===== src/rtl/dma_slot_arbiter.sv =====
// Per-color-clock DMA slot arbiter: fixed refresh/disk/audio/sprite slots,
// bitplane fetch window, copper on even slots, blitter with CPU yield.
module dma_slot_arbiter #(
  parameter logic [7:0] HPOS_LAST = 8'd226
) (
  input  logic       main_clk,
  input  logic       main_rst,
  input  logic       cck_ena,
  input  logic [7:0] hpos,
  input  logic       dma_en,
  input  logic [5:0] ch_en,
  input  logic       dsk_req,
  input  logic [3:0] aud_req,
  input  logic [7:0] spr_req,
  input  logic       bpl_req,
  input  logic       cop_req,
  input  logic       blt_req,
  input  logic       cpu_req,
  input  logic       blit_nasty,
  input  logic [7:0] ddf_start,
  input  logic [7:0] ddf_stop,
  output logic [2:0] owner,
  output logic [2:0] owner_idx,
  output logic       dbr_n
);

  localparam logic [2:0] OWN_CPU = 3'd0;
  localparam logic [2:0] OWN_REF = 3'd1;
  localparam logic [2:0] OWN_DSK = 3'd2;
  localparam logic [2:0] OWN_AUD = 3'd3;
  localparam logic [2:0] OWN_BPL = 3'd4;
  localparam logic [2:0] OWN_SPR = 3'd5;
  localparam logic [2:0] OWN_COP = 3'd6;
  localparam logic [2:0] OWN_BLT = 3'd7;

  logic [2:0] owner_d, owner_q;
  logic [2:0] idx_d, idx_q;
  logic       dbr_n_d, dbr_n_q;
  logic [1:0] blt_run_d, blt_run_q;

  logic       in_range;
  logic       ref_slot, dsk_slot, aud_slot, spr_slot, bpl_win;
  logic       dsk_ok, aud_ok, spr_ok, bpl_ok, cop_ok, blt_ok;
  logic       blt_yield;
  logic [1:0] aud_ch;
  logic [2:0] spr_no;

  always_comb begin
    aud_ch   = 2'((hpos - 8'h0f) >> 1);
    spr_no   = 3'((hpos - 8'h17) >> 2);
    in_range = hpos <= HPOS_LAST;
    ref_slot = hpos inside {8'h01, 8'h03, 8'h05, 8'h07};
    dsk_slot = hpos inside {8'h09, 8'h0b, 8'h0d};
    aud_slot = hpos[0] && hpos >= 8'h0f && hpos <= 8'h15;
    spr_slot = hpos[0] && hpos >= 8'h17 && hpos <= 8'h35;
    // start > stop naturally yields an empty window
    bpl_win  = hpos[0] && hpos >= ddf_start && hpos <= ddf_stop;

    dsk_ok = dsk_slot && dma_en && ch_en[0] && dsk_req;
    aud_ok = aud_slot && dma_en && ch_en[1] && aud_req[aud_ch];
    bpl_ok = bpl_win  && dma_en && ch_en[3] && bpl_req;
    spr_ok = spr_slot && dma_en && ch_en[2] && spr_req[spr_no];
    cop_ok = !hpos[0] && dma_en && ch_en[4] && cop_req;
    blt_ok = dma_en && ch_en[5] && blt_req;
    blt_yield = (blt_run_q == 2'd3) && !blit_nasty && cpu_req;

    owner_d   = owner_q;
    idx_d     = idx_q;
    dbr_n_d   = dbr_n_q;
    blt_run_d = blt_run_q;

    if (cck_ena) begin
      owner_d = OWN_CPU;
      idx_d   = 3'd0;
      if (in_range) begin
        if (ref_slot) begin
          owner_d = OWN_REF;
        end else if (dsk_ok) begin
          owner_d = OWN_DSK;
        end else if (aud_ok) begin
          owner_d = OWN_AUD;
          idx_d   = {1'b0, aud_ch};
        end else if (bpl_ok) begin
          owner_d = OWN_BPL;
        end else if (spr_ok) begin
          owner_d = OWN_SPR;
          idx_d   = spr_no;
        end else if (cop_ok) begin
          owner_d = OWN_COP;
        end else if (blt_ok && !blt_yield) begin
          owner_d = OWN_BLT;
        end

        if (!cpu_req || owner_d == OWN_CPU) begin
          blt_run_d = 2'd0;
        end else if (owner_d == OWN_BLT && blt_run_q != 2'd3) begin
          blt_run_d = blt_run_q + 2'd1;
        end
      end
      dbr_n_d = owner_d == OWN_CPU;
    end
  end

  always_ff @(posedge main_clk) begin
    if (main_rst) begin
      owner_q   <= OWN_CPU;
      idx_q     <= 3'd0;
      dbr_n_q   <= 1'b1;
      blt_run_q <= 2'd0;
    end else begin
      owner_q   <= owner_d;
      idx_q     <= idx_d;
      dbr_n_q   <= dbr_n_d;
      blt_run_q <= blt_run_d;
    end
  end

  assign owner     = owner_q;
  assign owner_idx = idx_q;
  assign dbr_n     = dbr_n_q;

endmodule


===== config.mk =====
export PLATFORM = sky130hd
export DESIGN_NAME = dma_slot_arbiter
export DESIGN_NICKNAME = d
export VERILOG_FILES = /design/src/rtl/dma_slot_arbiter.sv
export SDC_FILE = /design/constraint.sdc
export NUM_CORES = 1
export LEC_CHECK = 0
export CORE_MARGIN = 5
export CORE_UTILIZATION = 40
export DETAILED_ROUTE_END_ITERATION = 6
export GPL_TIMING_DRIVEN = 0
export PLACE_DENSITY = 0.77
export SKIP_CTS_REPAIR_TIMING = 1
export SYNTH_ARGS = -nofsm -noshare
export SYNTH_HDL_FRONTEND = slang
export SYNTH_SLANG_ARGS = --single-unit

===== constraint.sdc =====
create_clock -name main_clk -period 4.4 [get_ports main_clk]
set_input_delay 1.32 -clock main_clk [delete_from_list [all_inputs] [get_ports main_clk]]
set_output_delay 1.32 -clock main_clk [all_outputs]
set_load 0.1 [all_outputs]

======== Yosys cells after proc, flatten, opt, wreduce, memory -nomap -nowiden ========
Index checks and enable logic that the tools add are counted.
word-level totals
  bits in registers ....................... 9
  bits of input ports ..................... 52
  output and inout port bits .............. 7
operators by class
  add/sub/neg operators ................... 3
  order comparisons ....................... 9
  equal/unequal tests ..................... 10
  muxes and demuxes ....................... 23
  reduce and logical (&&, ||, !) cells .... 38
operator list
  cell                                                                               number
  3-bit two-way mux                                                                  17
  1-bit logical AND                                                                  27
  8-bit by 4-bit == test with 1-bit output (second input constant)                   3
  8-bit by 3-bit == test with 1-bit output (second input constant)                   2
  8-bit by 1-bit == test with 1-bit output (second input constant)                   1
  8-bit by 2-bit == test with 1-bit output (second input constant)                   1
  8-bit by 4-bit >= comparator with 1-bit output (second input constant)             1
  8-bit by 5-bit >= comparator with 1-bit output (second input constant)             1
  8-bit >= comparator                                                                1
  8-bit by 5-bit less-or-equal comparator with 1-bit output (second input constant)  1
  8-bit by 6-bit less-or-equal comparator with 1-bit output (second input constant)  1
  8-bit less-or-equal comparator                                                     1
  8-bit less-or-equal comparator (second input constant)                             1
  3-bit zero test                                                                    2
  5-bit subtractor (second input constant)                                           1
  1-bit zero test                                                                    4
  3-bit by 4-bit less-than comparator with 1-bit output (second input constant)      1
  2-bit two-way mux                                                                  2
  4-bit nonzero test                                                                 1
  1-bit binary-select mux with 3-bit select                                          1
  3-bit == test (second input constant)                                              1
  2-bit by 3-bit less-than comparator with 1-bit output (second input constant)      1
  3-bit AND reduction                                                                1
  3-bit nonzero test                                                                 1
  8 further kinds                                                                    9

======== Depth between registers and ports, before layout ========
Gate-level depths: netlist of the first run.
  word-level depth ........................ 18
  mapped depth ............................ 9
  depth with buffers taken out ............ 9

======== Worst setup path after synthesis of the first run ========
Ideal clock, no wire load.
  kind .................................... input to register
  start point ............................. input port hpos[0]
  end point ............................... register blt_run_q[0]
  setup time .............................. 0.074 ns
  arrival ................................. 3.293 ns
  data required time ...................... 4.326 ns
  path slack .............................. 1.033 ns
  stages .................................. 7
  path buffers ............................ 0
  cell sequence ........................... ha_1 xor2_2 mux4_2 o32ai_4 o21bai_2 or4_1 a31oi_1
between the ends
  cells in the longest elaborated chain, start to end .. 17
ends and longest elaborated chain
  element                                                    RTL line  RTL
  from (decl)                                                9         input logic [7:0] hpos,
  branches (longest 17 deep; another with 5-bit subtractor)  n/a
  to (signal assigned)                                       114       blt_run_q <= blt_run_d;
  to (decl)                                                  39        logic [1:0] blt_run_d, blt_run_q;
Parallel ways; which one is timed is not known. The select of a mux whose other input is x is not followed.
A chain may end at the register's enable or synchronous reset.

======== Worst setup path in the final report of the first run ========
Same ends and word-level chain as after synthesis.

==> reports/qor.yml, run 1 <==
finish:
  syn_to_final_growth_pct: 49.4
  final_common_cell: "clkdlybuf4s50_1"
  final_layout_size_suffix_gt1_share_pct: 6.09
  fillers: 310
  nets: 304
  diodes: 0
  final_cell_mix: "clkdlybuf4s50_1, ha_1, inv_1"
  design_area_um2: 1970
place:
  dp_slack_ps: 145
  placed_area_um2: 1950
  port_buffers: 57
  place_congestion: 0.859
  dpl.hpwl_um: 3090
synth:
  yosysSeqAreaShare_pct: 13.6
  synth_cells: 169
  synth-edff-count: 0
  synthDistinctLibCells: 48
  syn_area_per_cell_um2: 7.81
  syn_nets: 242
  synth_flop_cell: "dfxtp_1"
  synth_seq_cells: 9
  async_flop_share_pct: 0
  netlist_area_um2: 1320
  ys_warn_count: 0
timing:
  rsz0062_at_grt: "no"
  holdWs_ps: 455
  tightest_slew_ps: 967
  max_freq_mhz: 251
  fin_crit_sh_pct: 90.6
  setup_tns_ps: 0
  setup_viol: 0
  max-slew-margin-rel_pct: 35.3
  finalCriticalPeriod_ps: 3990
  worst_slack_ps: 413
  hold_violations: 0
  slew_violations: 0
  skew_ps: 2.16
routing:
  drt_iter0_markers: 82
  ant_nets: 0
  wire_per_inst_um: 12.9
  via_per_inst: 5.29
  remaining_drc_errors: 0
  dr.pass1.iters: 4
  vias: 1450
  routed_wl_um: 3540
floorplanning:
  start_util_pct: 42.5
  dieArea_um2: 4550
  dieHeight_um: 67.4
  die_w_um: 67.4
  core_um2: 3100
  ios: 59
  std_cell_rows: 20
global_route:
  grt_max_degree: 10
  grt_usage_pct: 16.3
  antenna_found_initial: 0
  overflow: 0
  grt_pass1_vias: 1427
  grt_pass1_wl_um: 5870
worst_setup_path:
  crit_cells: 8
  max_stage_delay_ps: 630
  path_class: "input port to register"
  arrival_ps: 4170
  crit_end: "blt_run_q[0]$_SDFFE_PP0P_"
  path_cells: "clkdlybuf4s50_1 > ha_1 > xor2_2 > mux4_2 > o32ai_4 > o21bai_2 > or4_1 > a31oi_1"
  path_max_fanout: 7
  reg2reg_to: "blt_run_q[0]$_SDFFE_PP0P_"
  crit_family: "buffers and inverters"
  rr_worst_depth: 8
  worstPathRequired_ps: 4580
  reg2reg_from: "blt_run_q[0]$_SDFFE_PP0P_"
  end_kind: "register"
  cp-start-kind: "input port"
  rrSetupSlack_ps: 2360
  cp_num_buf_inv: 1
  cp_slowest_cell: "clkdlybuf4s50_1"
  worstSetupStartpoint: "hpos[0]"
cts:
  cts_sinks: 9
  cts.path.max_buffers: 2
  cts_buffers: 3
  clk_pin_slew_worst_paths_ps: 60
  cts_tree: "yes"
  htreeDepth: 1
  insertion_delay_ps: 250
  cts_root_buffer: "clkbuf_4"
worst_hold_path:
  holdCritStartpoint: "owner[0]$_SDFFE_PP0P_"
  hold_class: "register to register"
power_and_ir_drop:
  power_density_nw_per_um2: 151
  cellLeakagePower_uw: 0.000813
  ir_worst_vdd_mv: 0.0511
flow_run:
  maxCapViolations: 0
run_status:
  status: "finished clean"
-- power breakdown --
part           internal [uW]  total, uW  switching [uW]
Clock                   34.8       60.8            26.0
Sequential              83.4       84.5            1.04
Combinational           80.1        152            71.4
Total                    198        297            98.5
-- layout make-up --
class	instances	area (um2)	area share [%]
Multi-Input combinational cell	136	1040	52.9
Timing Repair Buffer	57	571	28.9
Sequential cell	9	180	9.14
Inverter	20	75.1	3.81
Tap cell	44	55.1	2.79
Clock buffer	4	26.3	1.33
Buffer	4	21.3	1.08
-- synthesized netlist by cell type, drive strengths merged (6+ instances only) --
cell type	number	area share, %
nor3	6	2.3
dfxtp	9	14
inv	20	5.7
a21oi	9	3.4
o21ai	8	3.0
nor2	7	2.0
nand2	12	3.4
nand3	10	4.2
nand2b	7	3.3
ha	21	20
nand4	8	3.8
-- tightest hold or removal path, stage by stage, from the launching register on --
cell     delay [ps]
dfxtp_1         320
nand2_1          50
o31ai_1          50
-- layer usage --
layer / track usage [%] / part of all wire (%) / vias up
li1: - / - / 750
met1: 18.9 / 40 / 642
met2: 29.1 / 50 / 50
met3: 3.16 / 8.0 / 8
met4: 6.84 / 1.9 / 0
met5: 0 / 0 / -
-- through the flow --
| step | std cells | utilization (%) | power (uW) |
|---|---|---|---|
| 6_report | 274 | 63.5 | 297 |
| 5_1_grt | 274 | 63.5 | 319 |
| 4_1_cts | 274 | 63.5 | 301 |
| 3_5_place_dp | 270 | 62.7 | 239 |
| 3_3_place_gp | 270 | 62.7 | 236 |
| 2_1_floorplan | 169 | - | 170 |
-- cells by family after synthesis --
| logic type | after synthesis | share of synthesized area [%] |
|---|---|---|
| AO/OA/AOI/OAI | 38 | 20.8 |
| buffers and inverters | 24 | 7.30 |
| flip-flops | 9 | 13.6 |
| multiplexers | 4 | 5.31 |
| XOR/XNOR | 4 | 3.79 |
| AND/OR/NAND/NOR | 69 | 29.3 |
| adder cells (fa/ha/maj) | 21 | 19.9 |
-- sequential cells by signal, indices dropped and copies added, names as in the netlist --
register / cells
blt_run_q: 2
owner_idx: 3
dbr_n: 1
owner: 3
-- worst min path at each step --
stage                                            to  slack (ps)  cells past startpoint
after floorplan           blt_run_q[0]$_SDFFE_PP0P_         470                      2
after detailed placement      owner[0]$_SDFFE_PP0P_         450                      2
final                         owner[0]$_SDFFE_PP0P_         450                      2
after global placement        owner[0]$_SDFFE_PP0P_         440                      2
after CTS                     owner[0]$_SDFFE_PP0P_         460                      2
after global routing      owner_idx[0]$_SDFFE_PP0P_         510                      2
No activity file was read; power rests on OpenSTA's default activity.
==> run 2, diff against run 1 <==
--- a/config.mk
+++ b/config.mk
@@ -7,9 +7,10 @@
 export LEC_CHECK = 0
 export CORE_MARGIN = 5
 export CORE_UTILIZATION = 40
+export CTS_CLUSTER_DIAMETER = 120
 export DETAILED_ROUTE_END_ITERATION = 6
 export GPL_TIMING_DRIVEN = 0
-export PLACE_DENSITY = 0.77
+export PLACE_DENSITY_LB_ADDON = 0.15
 export SKIP_CTS_REPAIR_TIMING = 1
 export SYNTH_ARGS = -nofsm -noshare
 export SYNTH_HDL_FRONTEND = slang
==> run 2 against run 1 <==
  * Non-clock buffer count is the same
  * Critical path depth grew 2
  * Worst hold slack gained 3.5 ps
  * Die area is the same
  * Critical path type unchanged
==> reports/qor.yml, run 2 (synthesis results as in run 1) <==
finish:
  nets: 304  # unchanged
  final_layout_size_suffix_gt1_share_pct: 6.09  # unchanged
  diodes: 0  # unchanged
  final_cell_mix: "clkdlybuf4s50_1, ha_1, inv_1"  # unchanged
  fillers: 306  # was 310
  final_common_cell: "clkdlybuf4s50_1"  # unchanged
  layoutNonFillerInstCount: 274  # unchanged
  syn_to_final_growth_pct: 49.4  # unchanged
worst_hold_path:
  min_to: "owner[0]$_SDFFE_PP0P_"  # unchanged
  holdCritStartpoint: "owner[0]$_SDFFE_PP0P_"  # unchanged
  whs_path_depth: 2  # unchanged
  hold_class: "register to register"  # unchanged
timing:
  worst_slack_ps: 305  # was 413 ps
  hold_violations: 0  # unchanged
  fin_crit_sh_pct: 93.1  # was 90.6%
  finalCriticalPeriod_ps: 4100  # was 3990 ps
  setup_viol: 0  # unchanged
  setup_tns_ps: 0  # unchanged
  max_freq_mhz: 244  # was 251 MHz
  skew_ps: 4.51  # was 2.16 ps
  max-slew-margin-rel_pct: 35.0  # was 35.3%
  tightest_slew_ps: 972  # was 967 ps
  slew_violations: 0  # unchanged
  rsz0062_at_grt: "no"  # unchanged
floorplanning:
  start_util_pct: 42.5  # unchanged
  dieHeight_um: 67.4  # unchanged
  die_w_um: 67.4  # unchanged
  dieArea_um2: 4550  # unchanged
  core_um2: 3100  # unchanged
  ios: 59  # unchanged
  std_cell_rows: 20  # unchanged
worst_setup_path:
  path_class: "input port to register"  # unchanged
  end_kind: "register"  # unchanged
  rr_worst_depth: 8  # unchanged
  cp_slowest_cell: "clkdlybuf4s50_1"  # unchanged
  reg2reg_to: "blt_run_q[0]$_SDFFE_PP0P_"  # unchanged
  worstPathRequired_ps: 4580  # about the same
  rrSetupSlack_ps: 2260  # was 2360 ps
  path_max_fanout: 7  # unchanged
  max_stage_delay_ps: 650  # was 630 ps
  arrival_ps: 4280  # was 4170 ps
  reg2reg_from: "blt_run_q[0]$_SDFFE_PP0P_"  # unchanged
  cp-start-kind: "input port"  # unchanged
  path_cells: "clkdlybuf4s50_1 > inv_1 > ha_1 > nand2b_1 > a2111o_1 > a21oi_1 > nor4b_1 > o21bai_2 > or4_1 > a31oi_1"  # was clkdlybuf4s50_1 > ha_1 > xor2_2 > mux4_2 > o32ai_4 > o21bai_2 > or4_1 > a31oi_1
cts:
  cts_buffers: 3  # unchanged
  cts_sinks: 9  # unchanged
  cts_tree: "yes"  # unchanged
  clk_pin_slew_worst_paths_ps: 70  # was 60 ps
  cts.path.max_buffers: 2  # unchanged
  htreeDepth: 1  # unchanged
  cts_root_buffer: "clkbuf_4"  # unchanged
  insertion_delay_ps: 270  # was 250 ps
routing:
  wire_per_inst_um: 14.2  # was 12.9 um
  dr.pass1.iters: 4  # unchanged
  remaining_drc_errors: 0  # unchanged
  routed_wl_um: 3900  # was 3540 um
  vias: 1492  # was 1450
  ant_nets: 0  # unchanged
  via_per_inst: 5.45  # was 5.29
  drt_iter0_markers: 63  # was 82
power_and_ir_drop:
  cellLeakagePower_uw: 0.000813  # unchanged
  power_density_nw_per_um2: 156  # was 151 nW/um2
  ir_worst_vdd_mv: 0.0613  # was 0.0511 mV
global_route:
  overflow: 0  # unchanged
  grt_pass1_vias: 1578  # was 1427
  grt_usage_pct: 18.9  # was 16.3%
  grt_max_degree: 10  # unchanged
  antenna_found_initial: 0  # unchanged
  grt_pass1_wl_um: 6690  # was 5870 um
flow_run:
  maxCapViolations: 0  # unchanged
place:
  dp_slack_ps: 22.1  # was 145 ps
  dpl.hpwl_um: 3450  # was 3090 um
  port_buffers: 57  # unchanged
  placedCellCount: 270  # unchanged
  place_congestion: 0.804  # was 0.859
run_status:
  status: "finished clean"  # unchanged
## run 2: cell counts in the layout (fill, tap and decap cells not counted)
Identical to the previous run, type by type.
## run 2: area by class of cell
cell class / instances / area [um2] / area share [%]
buffer: 4 / 21.3 / 1.08
clock buffer: 4 / 26.3 / 1.33
inverter: 20 / 75.1 / 3.81
multi-input combinational: 136 / 1040 / 52.9
sequential: 9 / 180 / 9.14
tap: 44 / 55.1 / 2.79
timing repair buffer: 57 / 571 / 28.9
## run 2: report_power, final
group          switching, uW  total, uW  leakage (uW)  internal (uW)
logic                   73.4        154      0.000725           80.5
clock network           33.5       68.5     0.0000150           35.1
registers              0.957       84.2     0.0000729           83.3
total                    108        307      0.000813            199
## run 2: metal layers
metal	part of all wire, %	wire (um)	GRT usage [%]
met5	0	0	0
met3	7.9	308	3.66
met2	49	1900	34.6
met4	1.7	66	7.34
met1	42	1620	21.3
## run 2: worst max path at each step
stage,depth (start not counted),slack (ps),from,to
finish,10,300,hpos[0],blt_run_q[0]$_SDFFE_PP0P_
CTS,8,280,hpos[0],blt_run_q[0]$_SDFFE_PP0P_
detailed placement,8,20,hpos[0],blt_run_q[0]$_SDFFE_PP0P_
global route,8,130,hpos[0],blt_run_q[0]$_SDFFE_PP0P_
global placement,8,120,hpos[0],blt_run_q[0]$_SDFFE_PP0P_
floorplan,7,1030,hpos[0],blt_run_q[0]$_SDFFE_PP0P_
## run 2: through the flow
| stage | utilization (%) | hold slack (ps) | cell area [um2] | total power (uW) |
|---|---|---|---|---|
| final | 63.5 | 458 | 1970 | 307 |
| after global placement | 62.7 | 448 | 1950 | 235 |
| after global routing | 63.5 | 485 | 1970 | 329 |
| after CTS | 63.5 | 462 | 1970 | 308 |
| after detailed placement | 62.7 | 447 | 1950 | 241 |
| after floorplan | - | 472 | 1320 | 170 |
## run 2: worst max-delay path, delay by kind of cell
family / cells / cell delay, ps
AOI/OAI and AO/OA: 4 / 1030
adders and majority gates: 1 / 310
buffers and inverters: 2 / 830
and+or+nand+nor: 3 / 780
==> run 3, diff against run 2 <==
--- a/config.mk
+++ b/config.mk
@@ -10,7 +10,7 @@
 export CTS_CLUSTER_DIAMETER = 120
 export DETAILED_ROUTE_END_ITERATION = 6
 export GPL_TIMING_DRIVEN = 0
-export PLACE_DENSITY_LB_ADDON = 0.15
+export PLACE_DENSITY = 0.77
 export SKIP_CTS_REPAIR_TIMING = 1
 export SYNTH_ARGS = -nofsm -noshare
 export SYNTH_HDL_FRONTEND = slang
==> results of run 3 <==
Same layout as run 1: the final DEF is identical, and so are final timing and power.
